==> src/rtl/riscv_pkg.sv <==
// riscv_pkg: definitions shared by the decode-side pipeline blocks.
//   - Major opcode constants recognised by the ID stage.
//   - ALU operation class encodings carried into EX.
//   - id_ex_ctrl_t: every control bit of the ID/EX register in one packed
//     struct, so inserting a bubble is a single '0 assignment.
package riscv_pkg;

    localparam int XLEN_DEF   = 64;
    localparam int REG_AW_DEF = 5;

    localparam logic [6:0] OP_R      = 7'b0110011;
    localparam logic [6:0] OP_IMM    = 7'b0010011;
    localparam logic [6:0] OP_LOAD   = 7'b0000011;
    localparam logic [6:0] OP_STORE  = 7'b0100011;
    localparam logic [6:0] OP_BRANCH = 7'b1100011;

    typedef enum logic [1:0] {
        ALU_OP_ADD    = 2'b00,  // address generation for loads/stores
        ALU_OP_BRANCH = 2'b01,  // branch compare
        ALU_OP_FUNCT  = 2'b10   // EX decodes funct bits
    } alu_op_e;

    typedef struct packed {
        logic    alu_src;
        logic    mem_read;
        logic    mem_write;
        logic    mem_to_reg;
        logic    reg_write;
        logic    branch;
        alu_op_e alu_op;
    } id_ex_ctrl_t;

endpackage

==> src/rtl/id_ex_stage_imm_gen.sv <==
// imm_gen: combinational immediate generator.
//   i_instr : 32-bit instruction word
//   o_imm   : XLEN-bit sign-extended immediate (I, S or B format by opcode;
//             zero for R-type and unrecognised opcodes)
module imm_gen
    import riscv_pkg::*;
#(
    parameter int XLEN = XLEN_DEF
) (
    input  logic [31:0]     i_instr,
    output logic [XLEN-1:0] o_imm
);

    // Bits that never contribute to any supported immediate format.
    logic w_unused;
    assign w_unused = &{1'b0, i_instr[19:12], 1'b0};

    always_comb begin
        o_imm = '0;
        case (i_instr[6:0])
            OP_IMM, OP_LOAD:
                o_imm = {{(XLEN-12){i_instr[31]}}, i_instr[31:20]};
            OP_STORE:
                o_imm = {{(XLEN-12){i_instr[31]}}, i_instr[31:25], i_instr[11:7]};
            // Branch offsets are byte offsets with an implicit zero LSB.
            OP_BRANCH:
                o_imm = {{(XLEN-13){i_instr[31]}}, i_instr[31], i_instr[7],
                         i_instr[30:25], i_instr[11:8], 1'b0};
            default:
                o_imm = '0;
        endcase
    end

endmodule

==> src/rtl/id_ex_stage.sv <==
// id_ex_stage: instruction decode plus the ID/EX pipeline register.
//   clk, reset           : rising-edge clock, synchronous active-high reset
//   if_id_valid/instr/pc : instruction currently held in IF/ID
//   rs1_addr, rs2_addr   : register-file read addresses (combinational)
//   rs1_data, rs2_data   : register-file read data (combinational return)
//   wb_reg_write/rd/data : WB-stage write port, bypassed into ID
//   flush                : squash the instruction in ID (branch taken in EX)
//   stall_if             : hold PC and IF/ID for a load-use hazard
//   ex_*                 : registered ID/EX outputs consumed by EX
//
// Valid semantics: ex_valid marks a real instruction in EX. Every control
// bit is zero whenever ex_valid is zero (bubble, flush, invalid IF/ID), so
// downstream stages may use the control bits without re-qualifying them.
module id_ex_stage
    import riscv_pkg::*;
#(
    parameter int XLEN   = XLEN_DEF,
    parameter int REG_AW = REG_AW_DEF
) (
    input  logic              clk,
    input  logic              reset,
    input  logic              if_id_valid,
    input  logic [31:0]       if_id_instr,
    input  logic [XLEN-1:0]   if_id_pc,
    output logic [REG_AW-1:0] rs1_addr,
    output logic [REG_AW-1:0] rs2_addr,
    input  logic [XLEN-1:0]   rs1_data,
    input  logic [XLEN-1:0]   rs2_data,
    input  logic              wb_reg_write,
    input  logic [REG_AW-1:0] wb_rd,
    input  logic [XLEN-1:0]   wb_data,
    input  logic              flush,
    output logic              stall_if,
    output logic              ex_valid,
    output logic [XLEN-1:0]   ex_pc,
    output logic [XLEN-1:0]   ex_rs1_data,
    output logic [XLEN-1:0]   ex_rs2_data,
    output logic [XLEN-1:0]   ex_imm,
    output logic [REG_AW-1:0] ex_rs1,
    output logic [REG_AW-1:0] ex_rs2,
    output logic [REG_AW-1:0] ex_rd,
    output logic              ex_alu_src,
    output logic              ex_mem_read,
    output logic              ex_mem_write,
    output logic              ex_mem_to_reg,
    output logic              ex_reg_write,
    output logic              ex_branch,
    output logic [1:0]        ex_alu_op,
    output logic [3:0]        ex_funct
);

    logic [6:0]        w_opcode;
    logic [REG_AW-1:0] w_rd;
    logic [3:0]        w_funct;
    logic [XLEN-1:0]   w_imm;
    id_ex_ctrl_t       w_ctrl;
    logic              w_use_rs1;
    logic              w_use_rs2;
    logic [XLEN-1:0]   w_rs1_val;
    logic [XLEN-1:0]   w_rs2_val;
    logic              w_hazard;
    logic              w_bubble;

    logic              r_valid;
    logic [XLEN-1:0]   r_pc;
    logic [XLEN-1:0]   r_rs1_data;
    logic [XLEN-1:0]   r_rs2_data;
    logic [XLEN-1:0]   r_imm;
    logic [REG_AW-1:0] r_rs1;
    logic [REG_AW-1:0] r_rs2;
    logic [REG_AW-1:0] r_rd;
    logic [3:0]        r_funct;
    id_ex_ctrl_t       r_ctrl;

    assign w_opcode = if_id_instr[6:0];
    assign rs1_addr = if_id_instr[19:15];
    assign rs2_addr = if_id_instr[24:20];
    assign w_rd     = if_id_instr[11:7];
    assign w_funct  = {if_id_instr[30], if_id_instr[14:12]};

    imm_gen #(.XLEN(XLEN)) u_imm_gen (
        .i_instr (if_id_instr),
        .o_imm   (w_imm)
    );

    // Main decode: control bits and which source registers are really read.
    always_comb begin
        w_ctrl    = '0;
        w_use_rs1 = 1'b0;
        w_use_rs2 = 1'b0;
        case (w_opcode)
            OP_R: begin
                w_ctrl.reg_write = 1'b1;
                w_ctrl.alu_op    = ALU_OP_FUNCT;
                w_use_rs1        = 1'b1;
                w_use_rs2        = 1'b1;
            end
            OP_IMM: begin
                w_ctrl.alu_src   = 1'b1;
                w_ctrl.reg_write = 1'b1;
                w_ctrl.alu_op    = ALU_OP_FUNCT;
                w_use_rs1        = 1'b1;
            end
            OP_LOAD: begin
                w_ctrl.alu_src    = 1'b1;
                w_ctrl.mem_read   = 1'b1;
                w_ctrl.mem_to_reg = 1'b1;
                w_ctrl.reg_write  = 1'b1;
                w_ctrl.alu_op     = ALU_OP_ADD;
                w_use_rs1         = 1'b1;
            end
            OP_STORE: begin
                w_ctrl.alu_src   = 1'b1;
                w_ctrl.mem_write = 1'b1;
                w_ctrl.alu_op    = ALU_OP_ADD;
                w_use_rs1        = 1'b1;
                w_use_rs2        = 1'b1;
            end
            OP_BRANCH: begin
                w_ctrl.branch = 1'b1;
                w_ctrl.alu_op = ALU_OP_BRANCH;
                w_use_rs1     = 1'b1;
                w_use_rs2     = 1'b1;
            end
            default: w_ctrl = '0;
        endcase
    end

    // Operand select. The register file commits on the same edge this stage
    // samples, so a same-cycle WB write must be forwarded here.
    always_comb begin
        w_rs1_val = rs1_data;
        if (rs1_addr == '0)
            w_rs1_val = '0;
        else if (wb_reg_write && (wb_rd == rs1_addr))
            w_rs1_val = wb_data;

        w_rs2_val = rs2_data;
        if (rs2_addr == '0)
            w_rs2_val = '0;
        else if (wb_reg_write && (wb_rd == rs2_addr))
            w_rs2_val = wb_data;
    end

    // Load-use: a load in EX whose result the ID instruction actually needs.
    assign w_hazard = r_valid && r_ctrl.mem_read && (r_rd != '0) && if_id_valid &&
                      ((w_use_rs1 && (r_rd == rs1_addr)) ||
                       (w_use_rs2 && (r_rd == rs2_addr)));

    // Flush outranks the hazard: the stalled instruction is being squashed.
    assign stall_if = w_hazard && !flush && !reset;

    // Reset, flush, hazard and an empty IF/ID all load an all-zero bubble.
    assign w_bubble = flush || w_hazard || !if_id_valid;

    always_ff @(posedge clk) begin
        if (reset || w_bubble) begin
            r_valid    <= 1'b0;
            r_pc       <= '0;
            r_rs1_data <= '0;
            r_rs2_data <= '0;
            r_imm      <= '0;
            r_rs1      <= '0;
            r_rs2      <= '0;
            r_rd       <= '0;
            r_funct    <= '0;
            r_ctrl     <= '0;
        end else begin
            r_valid    <= 1'b1;
            r_pc       <= if_id_pc;
            r_rs1_data <= w_rs1_val;
            r_rs2_data <= w_rs2_val;
            r_imm      <= w_imm;
            r_rs1      <= rs1_addr;
            r_rs2      <= rs2_addr;
            r_rd       <= w_rd;
            r_funct    <= w_funct;
            r_ctrl     <= w_ctrl;
        end
    end

    assign ex_valid      = r_valid;
    assign ex_pc         = r_pc;
    assign ex_rs1_data   = r_rs1_data;
    assign ex_rs2_data   = r_rs2_data;
    assign ex_imm        = r_imm;
    assign ex_rs1        = r_rs1;
    assign ex_rs2        = r_rs2;
    assign ex_rd         = r_rd;
    assign ex_funct      = r_funct;
    assign ex_alu_src    = r_ctrl.alu_src;
    assign ex_mem_read   = r_ctrl.mem_read;
    assign ex_mem_write  = r_ctrl.mem_write;
    assign ex_mem_to_reg = r_ctrl.mem_to_reg;
    assign ex_reg_write  = r_ctrl.reg_write;
    assign ex_branch     = r_ctrl.branch;
    assign ex_alu_op     = r_ctrl.alu_op;

endmodule

==> config.mk <==
export PLATFORM = sky130hd
export DESIGN_NAME = id_ex_stage
export DESIGN_NICKNAME = d
export VERILOG_FILES = /design/src/rtl/riscv_pkg.sv /design/src/rtl/id_ex_stage_imm_gen.sv /design/src/rtl/id_ex_stage.sv
export SDC_FILE = /design/constraint.sdc
export NUM_CORES = 1
export LEC_CHECK = 0
export CAP_MARGIN = 20
export CORE_AREA = 3 3 233 235
export DETAILED_ROUTE_END_ITERATION = 10
export DIE_AREA = 0 0 236 238
export GPL_TIMING_DRIVEN = 0
export PLACE_DENSITY_LB_ADDON = 0.25
export SKIP_LAST_GASP = 1
export SLEW_MARGIN = 25
export SYNTH_ARGS = -nofsm -noshare
export SYNTH_HDL_FRONTEND = slang
export SYNTH_SLANG_ARGS = --single-unit
==> constraint.sdc <==
create_clock -name clk -period 2.2 [get_ports clk]
set_input_delay 0.44 -clock clk [delete_from_list [all_inputs] [get_ports clk]]
set_output_delay 0.44 -clock clk [all_outputs]
set_load 0.02 [all_outputs]
# Word-level counts from Yosys, hierarchy flattened
# Cells that the tools add are included.
# word_totals
regBits	283
in_bits	298
output_inout_bits	295
elab_cells	64
# classes
n_eq_ne	9
muxes	12
reduce_logical	28
# op_table
cell	n
case mux 64 bit (3 select lines)	1
two-way mux 64 bit	2
== test 5 bit	4
== test 7 x 6 -> 1 bit, second input constant	2
logical AND 1 bit	10
logical NOT 5 bit	2
OR reduction 3 bit	3
two-way mux 1 bit	8
OR reduction 2 bit	4
== test 7 x 2 -> 1 bit, second input constant	1
== test 7 x 5 -> 1 bit, second input constant	1
== test 7 bit, second input constant	1
nonzero test 5 bit	1
OR reduction 5 bit	1
logical OR 1 bit	4
case mux 2 bit (2 select lines)	1
logical NOT 1 bit	3

# Longest topological paths before layout
# depth
ltp_word	10
ltp_mapped	7
depth_no_buf	6

# Cells and area by module
# From an unflattened synthesis, not the netlist that was laid out.
# hier_totals
cells_unflattened	885
area_unflattened_um2	9803.2
# by_module_without_submodules
module	n_inst	cells_each	area_each_um2	seq_area_each_um2
id_ex_stage	1	805	9202.6	5645.4
imm_gen	1	80	600.6	0.0

# Worst setup path after synthesis
# No wires, ideal clock.
# synth_timing
path_type	input to output
startpoint	in if_id_instr[3]
endpoint	out stall_if
arrival_ps	1807
required_ps	1760
slack_ps	-47
stages	5
n_path_buf	0
cell_sequence	nor2_1 > nand3_1 > a211o_1 > or2_2 > nor3_1
# synth_via
elab_chain_cells	8
elab_cells_between_ends	15
classes_between	5 x eq/ne; 2 x mux; 8 x reduce/logical
# synth_rtl
item	line	rtl
start: declaration	id_ex_stage.sv:23	input logic [31:0] if_id_instr,
== test 7 x 6 -> 1 bit (tied with other cells)	id_ex_stage.sv:91	case (w_opcode)
OR reduction 5 bit (no source line) or OR reduction 3 bit (tied branches)	-	
two-way mux 1 bit	id_ex_stage.sv:91	
logical AND 1 bit, on equally long branches	id_ex_stage.sv:147, id_ex_stage.sv:148	
logical OR 1 bit (*)	id_ex_stage.sv:147	((w_use_rs1 && (r_rd == rs1_addr)) ||
logical AND 1 bit (*)	id_ex_stage.sv:146	assign w_hazard = r_valid && r_ctrl.mem_read && (r_rd != '0) && if_id_valid &&
logical AND 1 bit (*) (2 in series)	id_ex_stage.sv:151	assign stall_if = w_hazard && !flush && !reset;
end: declaration	id_ex_stage.sv:33	output logic stall_if,
# Every way passes the cells marked *; elsewhere a longest branch is shown, timed or not.

# Worst setup path after layout
# Same ends and word-level chain as after synthesis.

==> results.md <==
* Hold Crit Class: in -> reg
* Reg2Reg Launch Point: ex_rd[1]$_SDFF_PP0_
* Initial DRC Count at about 180
* Failing checks: setup timing
* CTS sink cnt at 232
* Synth cell types at 35
* MaxCap Viol Count at 0
* Pwr dens at 654 nW/um^2
* Pwr Total at 10.7 mW
* CTS Root Cell: clkbuf_16
* Synth top area cells: dfxtp_1, mux2i_1, nor3_1
* Synth top cells by count: dfxtp_1, mux2i_1, nor3_1
* Cells along the critical path: clkdlybuf4s50_1 > nor2_4 > nand3_4 > a211o_1 > or2_4 > nor3_2 > buf_4
* Min cycle time layout at 2.49 ns
* Endpoints failing setup at 39
* Most instantiated library cell after synthesis: dfxtp_1
* Crit Path Class: in -> out
* Crit-path slowest cell: clkdlybuf4s50_1
* RSZ-0062 raised after global routing: yes
* IO Pins at 593
* Gr ovfl total at 0
* Post-synth top area cell: dfxtp_1
* Syn Area/Cell at 11.1 um^2
* Leakage at 6.23 nW
* Port buffer count at 592
* TritonCTS clock tree: built
* Post-DP Area at 15300 um^2
* Slew Viols, Final at 0
* YS warnings at 0
* Antenna violations before repair at 6
* Router iterations before antenna repair at 4
* Core area at ~52000 um^2
* Vias in the first global route at 8194
* Synthesized flop and latch total at 232
* Status: finished, violations left
* DRT antenna net count at 0
* Ys async rst share at 0%
* Max-slew headroom at around 54%
* # fillers at 5447
* Vias at 7942
* Area of the multi-input gates at 3070 um^2
* Final Net Count at between 1.5k and 2k
* H-tree levels at 1
* Width of the die at about 240 um
* Post-layout util at between 30% and 40%
* Routed wire length at 41100 um
* Hold WS at 0.333 ns
* Setup TNS at -0.813 ns
* Max Clock Freq at 402 MHz
* Worst hold start: if_id_instr[23]
* R2R depth at 8
* First-pass GRT wire length at 57300 um
* Worst-path fanout max at 7
* Post-synth top flop: dfxtp_1
* Worst EP arrival at slightly above 2 ns
* Area grow syn2layout at 93.8%
* Startpoint types: primary input
* CP bufs+invs at 2
* Starting Density at between 10% and 20%
* Final worst slack at -0.287 ns
* CP top delay family: simple AND/OR/NAND/NOR gates
* Clock skew at 0.00923 ns
* Die height at 238 um
* R2r endpoint: ex_pc[58]$_SDFF_PP0_
* Flop-to-flop setup slack at -0.04 ns
* Top cell type's share of synthesized area at a little under three fifths
* Core Rows at 84
* WHS Path Cells at 2
* Data required, critical path at between 1.5 and 2 ns
* Gate Count Post-Synth at 762
* Seq/Total Area, Yosys at a little under three fifths
* Cell Area, Synth at 8440 um^2
* Hold Fails Final Rpt at 0
* Layout Cell Area excl Fill at ~16000 um^2
* WHS Endpoint: ex_rs2[3]$_SDFF_PP0_
* DRC Markers at 0
* Worst VDD drop at roughly 540 uV
* Routability congestion estimate at around 0.80
* Crit-path max cell delay at ~0.44 ns
* Crit share post-route at 113%
* Deepest clock path buffer count at 3
* Post-synth EDFFs at 0
* Post-DR wirelength/cell at 19.5 um
* Worst-skew pair later-pin latency at 0.57 ns
* Endpoint class of the critical path: output pin
* Via-to-Cell Ratio at 3.77
* Dpl hpwl at 33500 um
* Die area at about 56000 um^2
* FF+latch area at ~4700 um^2
* Hold-fix buffers, CTS at 0
* Share of cells above drive strength 1 at 13.1%
* Num CTS Buffers at 29
* Total GRT Usage at 13.7%
* Synthesized Nets at 1060
* Largest net degree at the start of global routing at around 40
* Clock Pin Slew Worst Setup and Hold Paths at approximately 0.060 ns
* Worst-Margin Slew at a little under 0.7 ns
-- layout by cell type, fill, tap and decap left out, drive strengths merged, types with 2 or more instances in the layout --
| master | instances |
|---|---|
| a2111oi | 2 |
| a21oi | 2 |
| a22oi | 4 |
| and2 | 82 |
| and3 | 11 |
| buf | 107 |
| bufinv | 4 |
| clkbuf | 51 |
| clkdlybuf4s15 | 5 |
| clkdlybuf4s50 | 529 |
| clkinv | 9 |
| clkinvlp | 4 |
| dfxtp | 232 |
| dlygate4sd2 | 56 |
| inv | 2 |
| mux2i | 128 |
| nand3 | 3 |
| nor2 | 9 |
| nor2b | 3 |
| nor3 | 131 |
| nor3b | 2 |
| nor4 | 6 |
| or2 | 2 |
| or4 | 2 |
| xnor2 | 7 |
| xor2 | 13 |
-- layout make-up --
| class | instances | area share (%) |
|---|---|---|
| multi-input cells | 416 | 18.8 |
| repair buffers | 601 | 36.4 |
| flip-flops and latches | 232 | 28.4 |
| inverters | 1 | 0.0229 |
| clock buffers | 35 | 4.82 |
| well taps | 688 | 5.26 |
| plain buffers | 113 | 4.92 |
| clock inverters | 18 | 1.34 |
| diodes | 1 | 0.0153 |
-- cells by family (layout without fill, tap and decap cells) --
family	count (synthesis)	in the layout	synth area share, %
AOI/OAI and AO/OA	12	12	1.16
muxes	128	128	15.2
and+or+nand+nor	256	256	17.2
buffers and inverters	114	768	9.41
other	0	1	0
DFF	232	232	55.0
xor gates and xnor gates	20	20	2.08
-- worst max path at each step --
stage                   startpoint  endpoint  slack (ns)  cells past startpoint
2_1_floorplan       if_id_instr[3]  stall_if        0.12                      5
3_3_place_gp       if_id_instr[15]  stall_if       -1.16                      7
3_5_place_dp       if_id_instr[15]  stall_if       -1.14                      7
4_1_cts        ex_rd[1]$_SDFF_PP0_  stall_if       -0.35                      6
5_1_grt        ex_rd[1]$_SDFF_PP0_  stall_if       -0.38                      6
6_report            if_id_instr[3]  stall_if       -0.29                      7
-- report_power, final --
part / switching [mW] / total [mW] / internal [mW]
registers: 0.0334 / 4.34 / 4.31
clock network: 1.95 / 4.98 / 3.03
logic: 0.566 / 1.39 / 0.821
-- metal layers --
layer	routed length [um]	track usage, %
met4	1040	3.12
met2	20600	24.9
met3	3530	4.80
met5	27	0
met1	15900	15.4
-- worst reg2reg max path, cell delays in order (launching register included) --
cell and delay (ns):
dfxtp_4 0.34, xor2_1 0.15, nor4_2 0.33, a2bb2oi_2 0.10
buf_4 0.14, o21ai_2 0.31, inv_2 0.22, clkbuf_2 0.26
and2_1 0.26
-- per-stage QoR --
stage                     worst slack [ns]  cells
after global placement               -1.16   2042
final                               -0.287   2105
after CTS                           -0.348   2099
after global routing                -0.376   2104
after detailed placement             -1.14   2043
after floorplan                      0.123    762
-- what timing repair did --
action                     4_1_cts  5_1_grt
setup endpoints to repair      292      231
pin swaps                        3        3
setup buffers                    3        4
cloned                           0        1
gates resized for setup         88        9
Power figures use the tool's default switching activity.
==> RTL edit, RTL diff (config.mk and constraints unchanged) <==
Change the package constant `XLEN_DEF` from 64 to 60.
--- a/src/rtl/riscv_pkg.sv
+++ b/src/rtl/riscv_pkg.sv
@@ -5,7 +5,7 @@
 //     struct, so inserting a bubble is a single '0 assignment.
 package riscv_pkg;
 
-    localparam int XLEN_DEF   = 64;
+    localparam int XLEN_DEF   = 60;
     localparam int REG_AW_DEF = 5;
 
     localparam logic [6:0] OP_R      = 7'b0110011;
Ports: changed (8 resized); port bits go from 593 to 561. No check against the original RTL was run, so the function may have changed too.
==> RTL edit against the original RTL <==
The flow still finishes with violations (setup timing); hold slack gained 0.016 ns; total power shrank 10%; design area shrank 3.8%; setup slack lost 0.089 ns; synthesized cell count shrank 4.9%; final cell count shrank 2.9%; routed wire length shrank 3.8%; sequential cell count shrank 12; area after synthesis shrank 6.2%.
==> RTL edit: results (changes against the original RTL) <==
Reg-to-Reg Start ex_rd[1]; Hold Crit Start if_id_instr[5]; sequential area share after synthesis 0.5562 (+0.005918); top post-synthesis cells by area dfxtp_1, mux2i_1, nor3_1; hold path endpoint ex_imm[11]; dpl hpwl 31860 um (-4.8%); Initial DRT Pass Iterations 6 (+2); R2R Setup Slk 0.05 ns (+0.09 ns); critical path's largest stage delay 0.42 ns (-0.02 ns); CP Max Fanout 9 (+2); vias in the first global route 7941 (-3.1%); Fill cells 5522 (+1.4%); largest net degree at the start of global routing 25 (-39%); first-pass GRT wire length 55640 um (-2.8%); PortBufs 560 (-5.4%); post-synthesis xor/xnor area fraction 0.02212 (+0.001367); wire per inst 19.36 um (-0.84%); Layout Nets 1614 (-4.6%); Pleak 6.013 nW (-3.4%); measured slew at the worst slew-check pin 0.7550 ns (+0.07270 ns); failing checks setup timing; status finished with violations; setup TNS -0.3758 ns (+0.4374 ns); worst path arrival time 2.14 ns (+0.09 ns); Syn Nets 1007 (-5.0%); H-tree depth 1 (unchanged); main combinational cell family by area after synthesis simple AND/OR/NAND/NOR gates; post-synthesis mux area share 0.1517 (about the same); reg-to-reg endpoint ex_mem_write; clk buf depth 3 (unchanged); Post-Place Setup Slack -1.683 ns (-0.5456 ns); DR vias/cell 3.712 (-1.6%); Synth Area in Compound Gates 0.01153 (-0.00002820); DRT iter0 DRCs 254 (+44%); final worst-path setup slack -0.3758 ns (-0.08858 ns); Max VDD drop 462.3 uV (-14%); final setup vio count 1 (-97%); worst skew pair latency 0.55 ns (-0.02 ns); worst hold margin 0.3487 ns (+0.01594 ns); CP max stage cell clkdlybuf4s50_1; Total Routing Usage GR 0.1338 (-0.003317); Netlist cell types 32 (-8.6%); Clock Skews 0.007248 ns (-0.001981 ns); FF-to-FF path depth 12 (+4); total CTS buffers 27 (-6.9%); layout cells sized above 1 0.1384 (+0.007766); RePlAce Congestion 0.7795 (-2.3%); initial antenna violation count 5 (-1); commonest cells in the netlist dfxtp_1, nor3_1, mux2i_1, and2_1, buf_4
-- RTL edit: worst max path at each step --
stage	startpoint	endpoint	cells after the start
after detailed placement	if_id_instr[16]	ex_mem_write	8
after floorplan	if_id_instr[3]	stall_if	5
after global routing	if_id_instr[3]	stall_if	7
final	if_id_instr[3]	stall_if	7
after global placement	if_id_instr[16]	ex_mem_write	8
after CTS	ex_rd[2]	stall_if	6
-- RTL edit: logic make-up (layout without fill, tap and decap cells) --
logic type	after synthesis	count (layout)
flops	220	220
compound gates	12	12
xor+xnor	20	20
other cells	0	4
mux	120	120
buf+inv	109	735
simple gates	244	244
-- RTL edit: per-stage QoR --
step | total power [mW] | instance area (um^2) | util | cells
floorplan | 4.615 | 7919 | - | 725
global placement | 5.516 | 14390 | 0.2743 | 1973
detailed placement | 5.520 | 14390 | 0.2744 | 1973
CTS | 9.784 | 15570 | 0.2969 | 2035
global route | 10.04 | 15720 | 0.2998 | 2040
finish | 9.620 | 15730 | 0.3000 | 2043
-- RTL edit: routing by layer --
| metal | global-route usage | routed length (um) |
|---|---|---|
| met1 | 0.1372 | 14020 |
| met2 | 0.2529 | 20620 |
| met3 | 0.04808 | 3831 |
| met4 | 0.04167 | 1077 |
| met5 | 0 | 0 |
-- RTL edit: area by class of cell --
cell class,count,share of cell area
inverter,1,0.0003977
clock buffer,37,0.04788
sequential,220,0.2812
tap,688,0.05472
antenna,4,0.0006363
buffer,108,0.05114
clock inverter,11,0.003738
multi-input combinational,396,0.1913
timing repair buffer,578,0.3690
-- RTL edit: repair_timing --
item	in CTS	in global routing
setup buffers	11	5
gates resized for setup	124	38
pin swaps	3	5
setup endpoints to repair	281	80
cloned	3	0
-- RTL edit: power by group --
group	switching (mW)	total [mW]	internal, mW
logic	0.558	1.37	0.813
registers	0.0309	4.11	4.08
clock network	1.76	4.13	2.38
